`src/rtl/npc_ctrl_pkg.sv`:
```
// npc_ctrl_pkg
//  Shared next-PC select codes, reset default and small helpers for the
//  fetch-side next-PC controller.
//  Contents:
//   NPC_*             3-bit next-PC select codes driven by the D-stage controller
//   PC_RESET_DEFAULT  text segment base fetched after reset
//   npcDecode_t       decoded view of one D-stage select: taken / likely form
//   npcDecode()       taken decode from select code and comparator flags
//   sext16()          sign extension of a 16-bit immediate to 32 bits
package npc_ctrl_pkg;

    localparam logic [2:0] NPC_PC4  = 3'd0;
    localparam logic [2:0] NPC_BEQ  = 3'd1;
    localparam logic [2:0] NPC_BNE  = 3'd2;
    localparam logic [2:0] NPC_BNEG = 3'd3;
    localparam logic [2:0] NPC_BEQL = 3'd4;
    localparam logic [2:0] NPC_J    = 3'd5;
    localparam logic [2:0] NPC_JR   = 3'd6;

    localparam logic [31:0] PC_RESET_DEFAULT = 32'h0000_3000;

    typedef struct packed {
        logic taken;   // D instruction redirects fetch
        logic likely;  // branch-likely form: delay slot squashed when not taken
    } npcDecode_t;

    // Code 7 and NPC_PC4 fall through to the default: never taken, never likely.
    function automatic npcDecode_t npcDecode(input logic [2:0] sel,
                                             input logic       isSame,
                                             input logic       isNega);
        npcDecode_t d;
        d.taken  = 1'b0;
        d.likely = 1'b0;
        case (sel)
            NPC_BEQ:  d.taken = isSame;
            NPC_BNE:  d.taken = !isSame;
            NPC_BNEG: d.taken = isNega;
            NPC_BEQL: begin
                d.taken  = isSame;
                d.likely = 1'b1;
            end
            NPC_J:    d.taken = 1'b1;
            NPC_JR:   d.taken = 1'b1;
            default:  ;
        endcase
        return d;
    endfunction

    function automatic logic [31:0] sext16(input logic [15:0] v);
        return {{16{v[15]}}, v};
    endfunction

endpackage

```
`src/rtl/npc_ctrl_if.sv`:
```
// npc_ctrl_if
//  Bundle between the D stage (decode/forwarding/comparator side) and the
//  fetch-side next-PC controller.
//  Signals:
//   stall      hazard-unit freeze of F and D
//   D_PC       PC of the instruction in D
//   D_nPC_sel  next-PC select code of the D instruction
//   D_imm26    instr[25:0]; low 16 bits are the branch immediate
//   D_RD1      forwarded rs value (register jump target)
//   isSame     comparator: rs == rt
//   isNega     comparator: rs == -rt
//   F_PC       registered fetch address
//   D_flush    squash the F->D register at the next edge
//   redirect   last PC update was a taken redirect
//   taken_cnt  saturating count of taken redirects
//  Modports: master = D-stage side (drives requests), slave = npc_ctrl.
interface npc_ctrl_if #(
    parameter int unsigned CNT_WIDTH = 16
);

    logic                 stall;
    logic [31:0]          D_PC;
    logic [2:0]           D_nPC_sel;
    logic [25:0]          D_imm26;
    logic [31:0]          D_RD1;
    logic                 isSame;
    logic                 isNega;
    logic [31:0]          F_PC;
    logic                 D_flush;
    logic                 redirect;
    logic [CNT_WIDTH-1:0] taken_cnt;

    modport master (
        output stall, D_PC, D_nPC_sel, D_imm26, D_RD1, isSame, isNega,
        input  F_PC, D_flush, redirect, taken_cnt
    );

    modport slave (
        input  stall, D_PC, D_nPC_sel, D_imm26, D_RD1, isSame, isNega,
        output F_PC, D_flush, redirect, taken_cnt
    );

endinterface

```
`src/rtl/npc_ctrl_target.sv`:
```
// npc_ctrl_target
//  Combinational redirect-target generator. Computes the address fetch would
//  move to if the D instruction is taken; whether it is taken is decided by
//  the caller.
//  Ports:
//   dPc     in   32  PC of the D instruction
//   imm26   in   26  instr[25:0]; imm16 = imm26[15:0]
//   rd1     in   32  forwarded rs value, used verbatim for register jumps
//   sel     in   3   next-PC select code
//   target  out  32  redirect target (branch target for non-jump codes)
module npc_ctrl_target
    import npc_ctrl_pkg::*;
(
    input  logic [31:0] dPc,
    input  logic [25:0] imm26,
    input  logic [31:0] rd1,
    input  logic [2:0]  sel,
    output logic [31:0] target
);

    logic [31:0] branchTarget;
    logic [31:0] jumpTarget;

    // Offset is relative to the delay slot; 32-bit modulo, no overflow check.
    assign branchTarget = dPc + 32'd4 + (sext16(imm26[15:0]) << 2);

    // Region-relative jump keeps the top nibble of the owner's PC.
    assign jumpTarget = {dPc[31:28], imm26, 2'b00};

    always_comb begin
        target = branchTarget;
        case (sel)
            NPC_J:   target = jumpTarget;
            NPC_JR:  target = rd1;  // misaligned values pass through untouched
            default: target = branchTarget;
        endcase
    end

endmodule

```
`src/rtl/npc_ctrl.sv`:
```
// npc_ctrl
//  Fetch-side next-PC controller. Owns the F-stage PC register, turns the
//  D-stage select code plus comparator flags into the next fetch address,
//  squashes the delay slot of a not-taken branch-likely, freezes on stall and
//  keeps a saturating count of taken redirects.
//  Parameters:
//   PC_RESET   F_PC value after reset
//   CNT_WIDTH  width of the taken-redirect counter
//  Ports:
//   clk    in   1   rising-edge clock
//   reset  in   1   asynchronous, active-low
//   bus    slave modport of npc_ctrl_if (D-stage inputs, fetch outputs)
module npc_ctrl
    import npc_ctrl_pkg::*;
#(
    parameter logic [31:0] PC_RESET  = PC_RESET_DEFAULT,
    parameter int unsigned CNT_WIDTH = 16
) (
    input  logic     clk,
    input  logic     reset,
    npc_ctrl_if.slave bus
);

    npcDecode_t           dec;
    logic [31:0]          target;
    logic [31:0]          pcD;
    logic [31:0]          pcQ;
    logic                 redirectQ;
    logic [CNT_WIDTH-1:0] takenCntQ;

    npc_ctrl_target u_target (
        .dPc    (bus.D_PC),
        .imm26  (bus.D_imm26),
        .rd1    (bus.D_RD1),
        .sel    (bus.D_nPC_sel),
        .target (target)
    );

    always_comb begin
        dec = npcDecode(bus.D_nPC_sel, bus.isSame, bus.isNega);
        // The delay slot is already in F, so the fall-through is F_PC + 4.
        pcD = dec.taken ? target : pcQ + 32'd4;
    end

    // Stall wins so a frozen D-stage branch never squashes; it is re-evaluated
    // with fresh forwarded flags once released.
    assign bus.D_flush = dec.likely && !bus.isSame && !bus.stall;

    always_ff @(posedge clk or negedge reset) begin
        if (!reset) begin
            pcQ       <= PC_RESET;
            redirectQ <= 1'b0;
            takenCntQ <= '0;
        end else if (!bus.stall) begin
            pcQ       <= pcD;
            redirectQ <= dec.taken;
            if (dec.taken && !(&takenCntQ)) begin
                takenCntQ <= takenCntQ + CNT_WIDTH'(1);
            end
        end
    end

    assign bus.F_PC      = pcQ;
    assign bus.redirect  = redirectQ;
    assign bus.taken_cnt = takenCntQ;

endmodule

```
`src/flat_wrapper.sv`:
```
// flat-port wrapper written by rule: the top's interface ports become plain ports
module npc_ctrl_flat import npc_ctrl_pkg::*;
#(
    parameter logic [31:0] PC_RESET  = PC_RESET_DEFAULT,
    parameter int unsigned CNT_WIDTH = 16
)
  (clk, reset, bus_stall, bus_D_PC, bus_D_nPC_sel, bus_D_imm26, bus_D_RD1, bus_isSame, bus_isNega, bus_F_PC, bus_D_flush, bus_redirect, bus_taken_cnt);
  npc_ctrl_if #(.CNT_WIDTH(CNT_WIDTH)) bus_i ();
  input  logic clk;
  input  logic reset;
  input wire logic [$bits(bus_i.stall)-1:0] bus_stall;
  input wire logic [$bits(bus_i.D_PC)-1:0] bus_D_PC;
  input wire logic [$bits(bus_i.D_nPC_sel)-1:0] bus_D_nPC_sel;
  input wire logic [$bits(bus_i.D_imm26)-1:0] bus_D_imm26;
  input wire logic [$bits(bus_i.D_RD1)-1:0] bus_D_RD1;
  input wire logic [$bits(bus_i.isSame)-1:0] bus_isSame;
  input wire logic [$bits(bus_i.isNega)-1:0] bus_isNega;
  output wire logic [$bits(bus_i.F_PC)-1:0] bus_F_PC;
  output wire logic [$bits(bus_i.D_flush)-1:0] bus_D_flush;
  output wire logic [$bits(bus_i.redirect)-1:0] bus_redirect;
  output wire logic [$bits(bus_i.taken_cnt)-1:0] bus_taken_cnt;
  assign bus_i.stall = bus_stall;
  assign bus_i.D_PC = bus_D_PC;
  assign bus_i.D_nPC_sel = bus_D_nPC_sel;
  assign bus_i.D_imm26 = bus_D_imm26;
  assign bus_i.D_RD1 = bus_D_RD1;
  assign bus_i.isSame = bus_isSame;
  assign bus_i.isNega = bus_isNega;
  assign bus_F_PC = bus_i.F_PC;
  assign bus_D_flush = bus_i.D_flush;
  assign bus_redirect = bus_i.redirect;
  assign bus_taken_cnt = bus_i.taken_cnt;
  npc_ctrl #(.PC_RESET(PC_RESET), .CNT_WIDTH(CNT_WIDTH)) u_core (.clk(clk), .reset(reset), .bus(bus_i));
endmodule
```
`config.mk`:
```
export PLATFORM = sky130hd
export DESIGN_NAME = npc_ctrl_flat
export DESIGN_NICKNAME = d
export VERILOG_FILES = /design/src/rtl/npc_ctrl_pkg.sv /design/src/rtl/npc_ctrl_if.sv /design/src/rtl/npc_ctrl_target.sv /design/src/rtl/npc_ctrl.sv /design/src/flat_wrapper.sv
export SDC_FILE = /design/constraint.sdc
export NUM_CORES = 1
export LEC_CHECK = 0
export CORE_ASPECT_RATIO = 0.75
export CORE_UTILIZATION = 30
export CTS_CLUSTER_DIAMETER = 80
export DETAILED_ROUTE_END_ITERATION = 12
export DONT_BUFFER_PORTS = 1
export PLACE_DENSITY = 0.41
export SETUP_SLACK_MARGIN = 0.3
export SLEW_MARGIN = 20
export SYNTH_ARGS = -nofsm -noshare
export SYNTH_HDL_FRONTEND = slang
export SYNTH_SLANG_ARGS = --single-unit
```
`constraint.sdc`:
```
create_clock -name clk -period 2.44 [get_ports clk]
set_clock_uncertainty 0.15 [all_clocks]
set_input_delay 0.488 -clock clk [delete_from_list [all_inputs] [get_ports clk]]
set_output_delay 0.488 -clock clk [all_outputs]
set_load 0.03 [all_outputs]
```
# After elaboration in Yosys (flattened, before gate mapping)
# Cells that the tools add are included.
[classes] n_addsub=4 eq_ne=6 muxes=4 n_bitwise=1 n_reduce_logical=10
[ops] cell="adder 32 x 3 -> 32 bit (second input constant)" n=2
[ops] cell="case mux 32 bit (2 select lines)" n=1
[ops] cell="adder 32 bit" n=1
[ops] cell="two-way mux 32 bit" n=1
[ops] cell="adder 16 x 1 -> 16 bit (second input constant)" n=1
[ops] cell="AND reduction 16 bit" n=1
[ops] cell="== test 3 bit (second input constant)" n=3
[ops] cell="== test 3 x 2 -> 1 bit (second input constant)" n=2
[ops] cell="case mux 1 bit (4 select lines)" n=1
[ops] cell="OR reduction 2 bit" n=2
[ops] cell="== test 3 x 1 -> 1 bit (second input constant)" n=1
[ops] cell="logical AND 1 bit" n=3
[ops] cell="zero test 1 bit" n=3
[ops] cell="AND reduction 2 bit" n=1
[ops] cell="two-way mux 1 bit" n=1
[ops] cell="NOT 1 bit" n=1
[word_totals] regBits=49 in_bits=98 output_inout_bits=50

# Longest topological paths before layout
[depth] ltp_word=5 mapped_depth=13

# Cells and area by module
# A second synthesis with hierarchy kept.
[unflattened] cells_unflattened=669 hier_area_um2=5338.9
[modules_own_cells] module="npc_ctrl" n_inst=1 cells_each=316 area_per_inst_um2=2856.5 seq_area_each_um2=1228.7
[modules_own_cells] module="npc_ctrl_target" n_inst=1 cells_each=353 area_per_inst_um2=2482.4 seq_area_each_um2=0.0

# Least setup slack after synthesis
# OpenSTA, ideal clock, no wires.
[synth_timing] path_type="input to register" start="input bus_D_imm26[1]" end="register u_core.pcQ[11] (netlist: u_core.bus.F_PC[11])" setup_ns=0.094 t_arrival_ns=2.987 required_time_ns=2.196 slack_ns=-0.791 stages=11 n_path_buf=0 cell_sequence="ha_1 -> ha_1 -> fa_1 -> a211oi_1 -> nor2_1 -> or2_2 -> a2111oi_0 -> or3_1 -> xnor2_1 -> a21oi_1 -> a211oi_1"
[synth_via] elab_chain_len=3
[synth_lines] element="from (decl)" line="flat_wrapper.sv:14" rtl="input wire logic [$bits(bus_i.D_imm26)-1:0] bus_D_imm26;"
[synth_lines] element="adder 32 bit" line="npc_ctrl_target.sv:25" rtl="assign branchTarget = dPc + 32'd4 + (sext16(imm26[15:0]) << 2);"
[synth_lines] element="case mux 32 bit (2 select lines)" line="npc_ctrl_target.sv:32" rtl="case (sel)"
[synth_lines] element="two-way mux 32 bit" line="npc_ctrl.sv:42" rtl="pcD = dec.taken ? target : pcQ + 32'd4;"
[synth_lines] element="to (signal assigned)" line="npc_ctrl.sv:55" rtl="pcQ <= pcD;"
[synth_lines] element="to (decl)" line="npc_ctrl.sv:27" rtl="logic [31:0] pcQ;"
# No other way between the ends.
# A chain may end at the register's enable or synchronous reset.

# Worst setup path in the final report
[layout_timing] start="input bus_D_imm26[1]" end="register u_core.pcQ[25] (netlist: u_core.bus.F_PC[25])"
# Same word-level chain as after synthesis.

==> results.yml <==
status:
  status: "complete, but fails checks"
  violations: "DRC, setup timing"
synth:
  synth_seq_cells: 49
  ys_warn_count: 0
  avgSynthCellArea_um2: 8.08
  synth.top_cells.by_area: "dfrtp_1 23%, ha_1 14%, a21oi_1 7.2%"
  synthDistinctLibCells: 64
  ys.flop_type: "dfrtp_1"
  post-synth-top-area-fraction: 0.231
  syn-cell-area_um2: 5100
  syn-num-nets: 789
  yosysSeqAreaShare: 0.241
  synthArstFlopShare: 1.00
  syn_inst: 631
  synth_most_common_cell: "a21oi_1"
  synthTopCellsByCount: "73 x a21oi_1, 59 x ha_1, 54 x nand2_1, 48 x nor2_1, 47 x dfrtp_1"
  synth_top_area_cell: "dfrtp_1"
  synth_edf_count: 0
clock_tree:
  clkSinkCount: 49
  cts-root-buf: "clkbuf_16"
  cts_buffers: 5
  htree_levels: 2
  cts_buffer_depth: 2
  clk_pin_slew_ns: 0.07
  clock_latency_ns: 0.30
  cts_tree: "done"
placement:
  dp.cells: 965
  hpwl_mm: 15.9
  place.gp.congestion: 0.802
  postPlaceCellArea_um2: 6800
  place_ws_ns: -0.837
  io_buffers: 0
power_and_ir_drop:
  p_int_mw: 2.55
  p_clk_frac: 0.159
  combinationalPowerShare: 0.569
  switching_share: 0.456
  p_seq_frac: 0.272
  power_density_nw_per_um2: 616
  p_total_mw: 4.68
  p_sw_mw: 2.13
  worst_ir_drop_vdd_mv: 0.341
  leakage_nw: 3.28
sta:
  tightest_slew_ns: 1.08
  setup_tns_ns: -2.78
  period_share: 1.12
  max_freq_mhz: 367
  min_period_ns: 2.73
  hold_viol: 0
  setup_viol: 18
  grt_setup_unrepaired: "yes"
  setup_slack_ns: -0.286
  holdWs_ns: 0.148
  relSlewSlack: 0.280
  slew_violations: 0
setup_path:
  max_stage_delay_ns: 0.38
  worstPathRequired_ns: 2.46
  worst_setup_path_end_kind: "flip-flop"
  crit_top_cell: "ha_4"
  path_buf_inv: 1
  critPathArrivalTime_ns: 2.75
  cp_max_fo: 3
  critPathTopFamily: "adder cells"
  cp_slowest_cell: "fa_2"
  worstSetupStartpointType: "primary input"
  worstSetupPathType: "in -> reg"
  path_cells: "ha_4, ha_4, fa_2, a211oi_2, nor2_2, o31ai_2, buf_4, a21oi_4, or2_4, o22ai_4, xor2_2, o22ai_1"
finish:
  layout.cells.non_filler: 989
  stdcell_area_um2: 7590
  antennaDiodeCount: 0
  drive_above_1_share: 0.399
  layout.nets: 936
  nFillCells: 1585
  area.growth.synth_to_final_pct: 49.0
  fin_util: 0.465
routing:
  drt_first_pass_iters: 10
  wl_per_cell_um: 20.5
  via_per_inst: 5.69
  drt-initial-drc-count: 287
  vias: 5628
  antenna_left: 0
  drc: 10
  wl_mm: 20.3
hold_path:
  hp-class: "in -> reg"
global_route:
  grt_usage: 0.231
  grt_pass1_wl_mm: 31.8
  grt_start_max_net_pins: 50
  gr-total-overflow: 0
  grt_pass1_vias: 5525
  antenna_found_initial: 0
floorplan:
  core-area_um2: 16300
  dieWidth_um: 152
  start_util: 0.312
  dieArea_um2: 17500
  row_count: 40
  dieHeight_um: 115
  pin_count: 148
job:
  drv_cap: 0
==> path summary, 6_finish.rpt <==
path / from / end / slack, ns / cells past startpoint
worst max-delay path: bus_D_imm26[1] / u_core.bus.F_PC[25]$_DFFE_PN0N_ / -0.29 / 12
worst min-delay path: bus_stall / u_core.bus.F_PC[3]$_DFFE_PN0N_ / 0.15 / 1
worst max register to register: u_core.bus.F_PC[13]$_DFFE_PN1N_ / u_core.bus.F_PC[30]$_DFFE_PN0N_ / 0.05 / 9
worst min register to register: u_core.bus.F_PC[2]$_DFFE_PN0N_ / u_core.bus.F_PC[2]$_DFFE_PN0N_ / 0.39 / 1
max in group asynchronous: reset / u_core.bus.F_PC[12]$_DFFE_PN1N_ / 1.27 / 2
min in group asynchronous: reset / u_core.bus.taken_cnt[15]$_DFFE_PN0P_ / 0.58 / 2
==> kinds of logic (layout without fill, tap and decap cells) <==
logic type / Yosys count / count (layout) / share of synthesized area
flops: 49 / 49 / 0.241
simple gates: 211 / 211 / 0.210
buf+inv: 46 / 194 / 0.0363
fa+ha+maj: 60 / 60 / 0.149
mux: 5 / 5 / 0.0101
xor+xnor: 37 / 37 / 0.0636
compound gates: 223 / 223 / 0.290
==> layout make-up <==
| class | count | area [um^2] | area share |
|---|---|---|---|
| multi-input combinational | 536 | 4520 | 0.595 |
| timing repair buffer | 171 | 1370 | 0.180 |
| sequential | 49 | 1230 | 0.163 |
| tap | 210 | 263 | 0.0346 |
| clock buffer | 5 | 125 | 0.0165 |
| inverter | 15 | 57.6 | 0.00758 |
| clock inverter | 3 | 26.3 | 0.00346 |
==> routing by layer <==
metal  vias to the layer above  wire length [um]  global-route usage  share of wire
met5                         -                 0                   0              0
met4                         0               178              0.0316         0.0088
met3                        12              1210              0.0415          0.060
met2                       159              8650               0.355           0.43
met1                      2747             10200               0.343           0.51
li1                       2710                 -                   -              -
==> layout by cell type (no fill, tap or decap), types with 4 or more instances in the layout <==
cell type  Yosys  layout
nand3_1       26      20
xor2_1        12       9
nor3_1        12       9
ha_4           0      20
a21oi_4        0       6
a211oi_2       1       5
a221oi_1      20      17
buf_4          0     159
ha_1          59      38
nand2b_1       5       5
a31oi_1       10       8
a21oi_2        0      14
and3_1        15      15
mux2i_1        4       4
dfrtp_1       47      42
o21ai_0       29      24
nand3_2        0       6
o21ai_2        0       4
clkbuf_16      0       5
nor2_1        48      41
dfrtp_2        0       5
o22ai_1       13      11
nor2_2         0       5
nand2_1       54      47
o21bai_1       6       4
nand2_4        0       4
inv_1         14      11
a22oi_1        8       7
a21oi_1       73      53
nand4_1       18      18
a21o_1        15      15
buf_6          1       7
xnor2_1       25      20
a221o_1        6       6
o211ai_1       4       4
and4_1         8       7
xnor2_2        0       5
==> power groups by stage <==
stage / Sequential, mW / Clock (mW) / Combinational, mW
final: 1.27 / 0.745 / 2.66
after floorplan: 1.64 / 0 / 1.12
after detailed placement: 1.28 / 0 / 2.39
after global placement: 1.28 / 0 / 2.38
after global routing: 1.30 / 0.789 / 2.88
after CTS: 1.27 / 0.764 / 2.58
==> flip-flops by register name (all words and copies together), names as in the netlist <==
name	count
u_core.bus.F_PC	32
u_core.bus.taken_cnt	16
u_core.bus.redirect	1
==> what timing repair did <==
action / CTS / global route
hold buffers: 2 / 0
pin swaps: 53 / 33
gates resized for setup: 64 / 32
setup buffers: 10 / 4
endpoints found under the setup margin: 36 / 37
endpoints found under the hold margin: 49 / 0
(Power assumes the default switching activity.)
==> RTL change, RTL diff (same flow settings) <==
`CNT_WIDTH` is set to 16 in 3 places; all go to 12.
--- a/src/rtl/npc_ctrl_if.sv
+++ b/src/rtl/npc_ctrl_if.sv
@@ -17,3 +17,3 @@
 interface npc_ctrl_if #(
-    parameter int unsigned CNT_WIDTH = 16
+    parameter int unsigned CNT_WIDTH = 12
 );
--- a/src/rtl/npc_ctrl.sv
+++ b/src/rtl/npc_ctrl.sv
@@ -16,3 +16,3 @@
     parameter logic [31:0] PC_RESET  = PC_RESET_DEFAULT,
-    parameter int unsigned CNT_WIDTH = 16
+    parameter int unsigned CNT_WIDTH = 12
 ) (
--- a/src/flat_wrapper.sv
+++ b/src/flat_wrapper.sv
@@ -4,3 +4,3 @@
     parameter logic [31:0] PC_RESET  = PC_RESET_DEFAULT,
-    parameter int unsigned CNT_WIDTH = 16
+    parameter int unsigned CNT_WIDTH = 12
 )
Interface: changed (resized bus_taken_cnt); port bits go from 148 to 144. The function was not compared with the original's and may differ.
==> RTL change against the original RTL <==
The flow still finishes with violations (design-rule violations, negative setup slack). Worst setup slack better by 0.17 ns. Via count down 2.8%. Total power up 2.4%. Combinational power about the same. Critical path depth down 2. Synthesized area up 0.27%. Cell area up 0.12%. Sequential cell count down 4. Register-to-register slack better by 0.11 ns. Wire length down 2.8%. Critical path type unchanged. Critical endpoint is now u_core.bus.F_PC[27]. Largest cell class unchanged. Largest power group unchanged.
==> RTL change: results <==
run_status:
  status: "complete, but fails checks"
  violations: "design-rule violations, negative setup slack"
setup_path:
  crit_fanout: 4
  cp_top_family: "compound AO/OA/AOI/OAI gates"
  crit_slowest_cell: "fa_2"
yosys:
  synthCells: 633
  synth_nets: 791
  ys_seq_area_frac: 0.2209
  synth_area_leaders: "dfrtp_1, ha_1, a21oi_1"
  synthTopCellsByCount: "a21oi_1, ha_1, nor2_1"
  post_synth_num_cell_types: 83
global_route:
  grt_pass1_vias: 5316
  grtUsageMet3: 0.03656
  grt_max_degree: 48
  track_usage: 0.2250
  use_met2: 0.3248
  globalRouteMet1Util: 0.3479
  grt_pass1_wl_mm: 30.91
place:
  postPlaceCellArea_um2: 6828
  dp_cells: 951
  gp_congestion: 0.8497
  hpwlAfterDp_mm: 15.73
flow_run:
  cap_violations: 0
timing:
  finalSetupViolCount: 7
  layout_setup_ws_ns: -0.1182
  tightest_slew_ns: 0.6122
layout:
  final_nets: 916
  fin_cells: 969
  fillCellCount: 1592
  layout-drive-gt1-share: 0.3992
drt:
  vias_per_cell: 5.643
  dr.pass1.iters: 9
  drt_iter0_markers: 373
  drc: 8
  wl_per_cell_um: 20.34
min_path:
  hold_class: "input port to flop"
power_and_ir_drop:
  p_int_uw: 2709
  p_leak_uw: 0.003131
  peakVddDrop_v: 0.0003131
cts:
  clkTransAtPathRegs_ns: 0.07
RTL change: cell types whose count changed after synthesis, moves of 6 or more:
cell      before  now
nor2_1        48   58
clkbuf_1      21   13
o21ai_0       29   36
a21oi_1       73   62
nand2_1       54   45
xnor2_1       25   10
and3_1        15    5
a221oi_1      20   14
buf_2          4   13
RTL change: cell type report:
| type | count | area (um2) | share of cell area |
|---|---|---|---|
| repair buffers | 153 | 1206 | 0.1587 |
| inverters | 17 | 63.81 | 0.008395 |
| clock buffers | 5 | 125.1 | 0.01646 |
| well taps | 210 | 262.8 | 0.03457 |
| clock inverters | 3 | 68.82 | 0.009053 |
| flip-flops and latches | 45 | 1129 | 0.1485 |
| multi-input cells | 536 | 4746 | 0.6244 |
RTL change: worst paths after layout:
check                                      end                start  slack [ns]  cells after the start
min in group asynchronous  u_core.bus.F_PC[11]                reset        0.55                      2
setup / recovery           u_core.bus.F_PC[27]       bus_D_imm26[1]       -0.12                     10
max in group asynchronous  u_core.bus.F_PC[13]                reset        1.31                      2
setup reg to reg           u_core.bus.F_PC[27]  u_core.bus.F_PC[13]        0.16                      7
hold / removal             u_core.bus.F_PC[13]            bus_stall        0.11                      1
hold reg to reg             u_core.bus.F_PC[8]   u_core.bus.F_PC[8]        0.42                      1
RTL change: kinds of logic after synthesis:
family                   after synthesis  synth area share
buffers and inverters                 52           0.04652
adder cells (fa/ha/maj)               60            0.1484
multiplexers                          10           0.02008
AND/OR/NAND/NOR                      212            0.2094
AO/OA/AOI/OAI                        227            0.3085
flip-flops                            45            0.2209
XOR/XNOR                              27           0.04628
RTL change: metrics by stage:
step / utilization / total power (uW) / hold slack, ns / setup slack (ns) / TNS (ns)
2_1_floorplan: - / 2716 / 0.04241 / -0.3110 / -2.064
3_3_place_gp: 0.4185 / 3594 / 0.04395 / -0.4212 / -8.234
3_5_place_dp: 0.4185 / 3615 / 0.04411 / -0.4869 / -8.905
4_1_cts: 0.4560 / 4747 / 0.08898 / -0.1170 / -0.5340
5_1_grt: 0.4659 / 5095 / 0.1004 / -0.1858 / -1.480
6_report: 0.4659 / 4791 / 0.1054 / -0.1182 / -0.4136
RTL change: power by group through the flow:
stage               sequential (uW)  combinational, uW  clock (uW)
global placement               1220               2370           0
floorplan                      1540               1180           0
finish                         1210               2660         915
global route                   1240               2890         961
CTS                            1210               2600         942
detailed placement             1220               2390           0
RTL change: what timing repair did:
action | in CTS | in global routing
pin swaps | 59 | 20
gates cloned | 0 | 0
setup endpoints to repair | 26 | 26
endpoints found under the hold margin | 45 | 0
hold buffers | 2 | 0
resized for setup | 71 | 30
buffers inserted | 6 | 2
RTL change: routing by layer:
layer  wire, um  up-vias
met2       8009      170
met3       1191        6
li1           -     2681
met4        107        0
met1      10400     2611
met5          0        -
